===== src/rtl/ptc_lock_tracker.sv =====
// ptc_lock_tracker
//   Times the SAR binary search, latches its final code, then tracks the
//   delay-line code with filtered up/down steps from the PD comparator.
//   Flags lock on a run of alternating steps and flags code saturation.
//   Optional feature macro: PTC_TRACK_HOLD_EN adds a 'hold' input that freezes
//   tracking while asserted in TRACK/LOCKED.
//
// Handshake note: this block has no valid/ready interfaces. 'start' is a
// single-cycle command pulse sampled on clk4. It is accepted in any state and
// always wins over tracking activity in the same cycle.
module ptc_lock_tracker #(
  parameter int CODE_W   = 10,
  parameter int FILT_TH  = 4,
  parameter int LOCK_CNT = 8
) (
  input  logic              clk4,
  input  logic              rst_n,
  input  logic              start,
  input  logic              COMP,
  input  logic [CODE_W-1:0] sar_q,
`ifdef PTC_TRACK_HOLD_EN
  input  logic              hold,
`endif
  output logic [CODE_W-1:0] code,
  output logic [1:0]        state,
  output logic              lock,
  output logic              at_max,
  output logic              at_min
);

  typedef enum logic [1:0] {
    ST_IDLE   = 2'd0,
    ST_ACQ    = 2'd1,
    ST_TRACK  = 2'd2,
    ST_LOCKED = 2'd3
  } state_t;

  localparam int ACC_W = 5;
  localparam int ACQ_W = $clog2(CODE_W);

  localparam logic [CODE_W-1:0]       CODE_MAX = '1;
  localparam logic [CODE_W-1:0]       CODE_RST = {1'b1, {(CODE_W-1){1'b0}}};
  localparam logic signed [ACC_W-1:0] ACC_ONE  = ACC_W'(1);
  localparam logic signed [ACC_W-1:0] TH_POS   = ACC_W'(FILT_TH);
  localparam logic signed [ACC_W-1:0] TH_NEG   = ACC_W'(-FILT_TH);
  localparam logic [3:0]              LOCK_MAX = 4'(LOCK_CNT);
  localparam logic [ACQ_W-1:0]        ACQ_LAST = ACQ_W'(CODE_W - 1);

  state_t                   state_q, state_d;
  logic [CODE_W-1:0]        code_q, code_d;
  logic signed [ACC_W-1:0]  acc_q, acc_d, acc_sum;
  logic [ACQ_W-1:0]         acq_cnt_q, acq_cnt_d;
  logic [3:0]               alt_cnt_q, alt_cnt_d;
  logic                     last_dir_q, last_dir_d;  // 1 = last step was up
  logic                     first_q, first_d;        // next step is the first after ACQ
  logic                     track_en;
  logic                     step_up;

  // Tracking gate: hold freezes the loop only when the feature is built in.
`ifdef PTC_TRACK_HOLD_EN
  always_comb track_en = ~hold;
`else
  always_comb track_en = 1'b1;
`endif

  // State and datapath registers, all asynchronously cleared.
  always_ff @(posedge clk4 or negedge rst_n) begin
    if (!rst_n) begin
      state_q    <= ST_IDLE;
      code_q     <= CODE_RST;
      acc_q      <= '0;
      acq_cnt_q  <= '0;
      alt_cnt_q  <= '0;
      last_dir_q <= 1'b0;
      first_q    <= 1'b0;
    end else begin
      state_q    <= state_d;
      code_q     <= code_d;
      acc_q      <= acc_d;
      acq_cnt_q  <= acq_cnt_d;
      alt_cnt_q  <= alt_cnt_d;
      last_dir_q <= last_dir_d;
      first_q    <= first_d;
    end
  end

  // Next-state logic: start abort, acquisition timing, vote filter, lock detect.
  always_comb begin
    state_d    = state_q;
    code_d     = code_q;
    acc_d      = acc_q;
    acq_cnt_d  = acq_cnt_q;
    alt_cnt_d  = alt_cnt_q;
    last_dir_d = last_dir_q;
    first_d    = first_q;
    step_up    = 1'b0;
    acc_sum    = COMP ? (acc_q + ACC_ONE) : (acc_q - ACC_ONE);

    if (start) begin
      state_d   = ST_ACQ;
      acq_cnt_d = '0;
      acc_d     = '0;
      alt_cnt_d = '0;
    end else begin
      case (state_q)
        ST_IDLE: ;
        ST_ACQ: begin
          acq_cnt_d = acq_cnt_q + 1'b1;
          if (acq_cnt_q == ACQ_LAST) begin
            code_d    = sar_q;
            state_d   = ST_TRACK;
            first_d   = 1'b1;
            acq_cnt_d = '0;
          end
        end
        ST_TRACK, ST_LOCKED: begin
          if (track_en) begin
            if ((acc_sum == TH_POS) || (acc_sum == TH_NEG)) begin
              acc_d   = '0;
              step_up = (acc_sum == TH_POS);
              // Saturated steps leave the code alone but still count.
              if (step_up) begin
                if (code_q != CODE_MAX) code_d = code_q + 1'b1;
              end else begin
                if (code_q != '0) code_d = code_q - 1'b1;
              end
              if (first_q) begin
                alt_cnt_d = '0;
                first_d   = 1'b0;
              end else if (step_up != last_dir_q) begin
                alt_cnt_d = (alt_cnt_q == LOCK_MAX) ? LOCK_MAX : alt_cnt_q + 1'b1;
              end else begin
                alt_cnt_d = '0;
                state_d   = ST_TRACK;
              end
              last_dir_d = step_up;
              if (alt_cnt_d == LOCK_MAX) state_d = ST_LOCKED;
            end else begin
              acc_d = acc_sum;
            end
          end
        end
        default: ;
      endcase
    end
  end

  // Outputs: live SAR pass-through during acquisition, flags in tracking states.
  always_comb begin
    code   = (state_q == ST_ACQ) ? sar_q : code_q;
    state  = state_q;
    lock   = (state_q == ST_LOCKED);
    at_max = ((state_q == ST_TRACK) || (state_q == ST_LOCKED)) && (code_q == CODE_MAX);
    at_min = ((state_q == ST_TRACK) || (state_q == ST_LOCKED)) && (code_q == '0);
  end

endmodule


===== config.mk =====
export PLATFORM = sky130hd
export DESIGN_NAME = ptc_lock_tracker
export DESIGN_NICKNAME = d
export VERILOG_FILES = /design/src/rtl/ptc_lock_tracker.sv
export SDC_FILE = /design/constraint.sdc
export NUM_CORES = 1
export LEC_CHECK = 0
export ABC_AREA = 1
export BUFFER_PORTS_ARGS = -buffer_cell sky130_fd_sc_hd__clkbuf_2
export CAP_MARGIN = 10
export CORE_MARGIN = 8
export CORE_UTILIZATION = 50
export DETAILED_ROUTE_END_ITERATION = 7
export PLACE_DENSITY = 0.69
export SLEW_MARGIN = 20
export SYNTH_ARGS = -nofsm -noshare
export SYNTH_HDL_FRONTEND = slang
export SYNTH_SLANG_ARGS = --single-unit

===== constraint.sdc =====
create_clock -name clk4 -period 5.05 [get_ports clk4]
set_clock_uncertainty 0.1 [all_clocks]
set_input_delay 0.2525 -clock clk4 [delete_from_list [all_inputs] [get_ports clk4]]
set_output_delay 0.2525 -clock clk4 [all_outputs]
set_load 0.02 [all_outputs]

==> qor_table.md <==
| Metric | Value | Unit |
|:---|:---|:---|
| Synthesized netlist net count | 332 | - |
| Critical Path RT | 5.10 | ns |
| Largest delay share family, worst path | adder cells | - |
| Number of synthesized register bits | 27 | - |
| Shortest period the worst path allows | 3.182 | ns |
| Cells traversed along the worst timing path | fa_1 -> xnor2_1 -> nor2_4 -> nand3_4 -> clkinv_2 -> fa_1 -> o21ai_0 -> nand2_1 -> nand2_1 -> a21oi_1 -> xnor2_1 -> mux2i_1 -> o21ai_0 | - |
| Vias in the first global route | 2065 | - |
| Synthesized area per cell | 7.465 | um2 |
| CP peak stage delay | 0.45 | ns |
| Total I/O pin count | 29 | - |
| Maximum resistive drop on vdd | 0.2578 | mV |
| DRT iter0 DRCs | 94 | - |
| Unique cell type count in the Yosys netlist | 36 | - |
| Clock Pin Slew Worst Setup and Hold Paths | 0.09 | ns |
| Core Box Area | 4324 | um2 |
| Number of buffers created by CTS | 3 | - |
| Max clock buf depth | 2 | - |
| Synthesized area | 2240 | um2 |
| Global-route wire length before repair | 9390 | um |
| Starting utilization of the core area | 51.79 | % |
| Achievable clock frequency | 314.2 | MHz |
| Buffers plus inverters on the worst setup path | 1 | - |
| Die X | 82.93 | um |
| Fraction of final layout cells with drive strength greater than 1 | 17.93 | % |
| Unrepaired setup endpoints after global routing | false | - |
| Synth Instances | 300 | - |
| Worst hold path class | input port to flop | - |
| Pwr per Cell Area | 472.2 | nW/um2 |
| Clock tree from TritonCTS | yes | - |
| Via count normalized by instance count | 5.354 | - |
| Setup Total Neg Slack | 0 | ns |
| Height of the chip | 82.93 | um |
| Post-route insts no fill | 381 | - |
| Max-cap viol count | 0 | - |
| Insertion delay of the later-clocked pin in the worst-skew pair | 0.27 | ns |
| Hold violation total from the final report | 0 | - |
| Final nets | 362 | - |
| Pin count of the biggest net entering global routing | 28 | - |
| Synth top area share | 29.05 | % |
| Sequential element share of the synthesized area | 30.22 | % |
| Slew HR | 52.56 | % |
| Number of cells upsized or downsized after cts | 0 | - |
| Inserted Diodes | 0 | - |
| Total Die Area | 6877 | um2 |
| Maximum fanout count along the critical path | 13 | - |
| Fin util | 57.29 | % |
| CP max stage cell | sky130_fd_sc_hd__dfrtp_1 | - |
| DP HPWL | 4234 | um |
| Crit path capture type | flop | - |
| Cell Count Post-Placement | 376 | - |
| Area overhead of the layout relative to synthesis | 10.61 | % |
| Clock Tree Root | sky130_fd_sc_hd__clkbuf_8 | - |
| Run status | finished clean | - |
| Kind of critical path | flop to flop | - |
| DRT Pass-1 Iters | 4 | - |
| Via count | 2040 | - |
| Clock Sink Count | 27 | - |
| Final setup fails | 0 | - |
| Biggest area contributors in the synthesized netlist | sky130_fd_sc_hd__dfrtp_1 29%, sky130_fd_sc_hd__nand2_1 12%, sky130_fd_sc_hd__ha_1 8.9% | - |
| Data arrival time of the critical path | 3.23 | ns |
| Number of buffers inserted by port buffering | 28 | - |
| Static Leak | 0.001250 | uW |
| Transition time at the pin with the least slew margin | 0.7115 | ns |
| Most area-hungry cell type in the Yosys netlist | sky130_fd_sc_hd__dfrtp_1 | - |
| Rows | 24 | - |
| Post-detailed-route DRC marker count | 0 | - |
| YS warnings | 0 | - |
| Setup repair bufs after CTS | 0 | - |
| Overall fraction of global-route tracks in use | 15.68 | % |
| Antenna violation net count after detailed routing | 0 | - |
| WL/cell | 13.89 | um |
| Sort of element at the start of the critical path | flop | - |
| Final total power | 1170 | uW |
| Number of inserted filler cells in the final layout | 422 | - |
| H-Tree Depth | 1 | - |
| Number of antenna violations at the first check in global routing | 0 | - |
| Pins Over Slew Limit | 0 | - |
| Routability congestion estimate | 0.8368 | - |
| GRT overflow | 0 | - |
| Final WL | 5291 | um |
| Ratio of final minimum period to clock period | 63.02 | % |
-- Yosys cell counts (all sizes together) --
master	number
nor4	3
fa	2
nor3	2
ha	16
a21o	1
nand4	8
a21oi	14
nor2	24
inv	39
mux2i	4
dfstp	1
or2	1
a22o	1
clkbuf	4
o211ai	1
nand2	79
o22ai	6
nor4b	1
nand3	20
o21bai	1
buf	1
clkinv	1
o21ai	29
dfrtp	26
xor2	6
xnor2	9
-- per-layer routing --
layer / GRT usage [%] / up-vias / share of wire [%]
li1: - / 1047 / -
met3: 1.172 / 2 / 2.6
met2: 28.36 / 35 / 53
met1: 19.06 / 956 / 44
met4: 4.792 / 0 / 0.76
met5: 0 / - / 0
-- flip-flops by register name (all words and copies together), names as in the netlist --
signal and flops:
acc_q 5, acq_cnt_q 4, alt_cnt_q 4, code_q 10
first_q 1, last_dir_q 1, state 2
-- path summary, 6_finish.rpt --
| path | start | depth (start not counted) | slack, ns | end |
|---|---|---|---|---|
| setup / recovery | acc_q[0] | 13 | 1.87 | code_q[6] |
| hold / removal | start | 2 | 0.1 | acq_cnt_q[0] |
| setup reg to reg | acc_q[0] | 13 | 1.87 | code_q[6] |
| hold reg to reg | code_q[9] | 2 | 0.41 | code_q[9] |
| max in group asynchronous | rst_n | 2 | 3.94 | state[1] |
| min in group asynchronous | rst_n | 2 | 0.46 | code_q[0] |
-- logic make-up after synthesis --
kind of cell | count (synthesis) | synth area share [%]
and+or+nand+nor | 138 | 29.11
adders and majority gates | 18 | 10.73
DFF | 27 | 30.22
xor gates and xnor gates | 15 | 6.201
buffers and inverters | 45 | 8.100
muxes | 4 | 1.788
AOI/OAI and AO/OA | 53 | 13.86
-- cell type report --
type	count	area, um2	share of cell area (%)
well taps	52	65.06	2.626
clock buffers	4	45.04	1.818
inverters	40	151.4	6.111
multi-input cells	228	1381	55.76
repair buffers	30	157.7	6.364
flip-flops and latches	27	676.9	27.32
-- layout by cell type (no fill, tap or decap), drive strengths merged, types with 2 or more instances in the layout --
cell    instances
dfrtp          26
xor2            6
xnor2           9
nor3            2
inv            39
ha             16
a21oi          14
clkbuf         32
nor2           24
fa              2
mux2i           4
nand2          79
nand3          20
o22ai           6
o21ai          29
nand4           8
nor4            3
-- through the flow --
stage	hold slack (ns)	setup slack [ns]	area, um2
4_1_cts	0.09499	1.864	2477
3_5_place_dp	0.2489	1.897	2422
3_3_place_gp	0.2389	1.959	2422
2_1_floorplan	-0.1431	2.168	2240
6_report	0.09597	1.868	2477
5_1_grt	0.1177	1.592	2477
-- power breakdown --
part / internal (uW) / switching (uW)
clock: 56.5 / 68.7
sequential: 274 / 73.7
combinational: 268 / 428
-- what timing repair did --
item | CTS | global route
endpoints found under the hold margin | 26 | 0
hold buffers | 1 | 0
endpoints found under the setup margin | 0 | 0
Power figures use the tool's default switching activity.
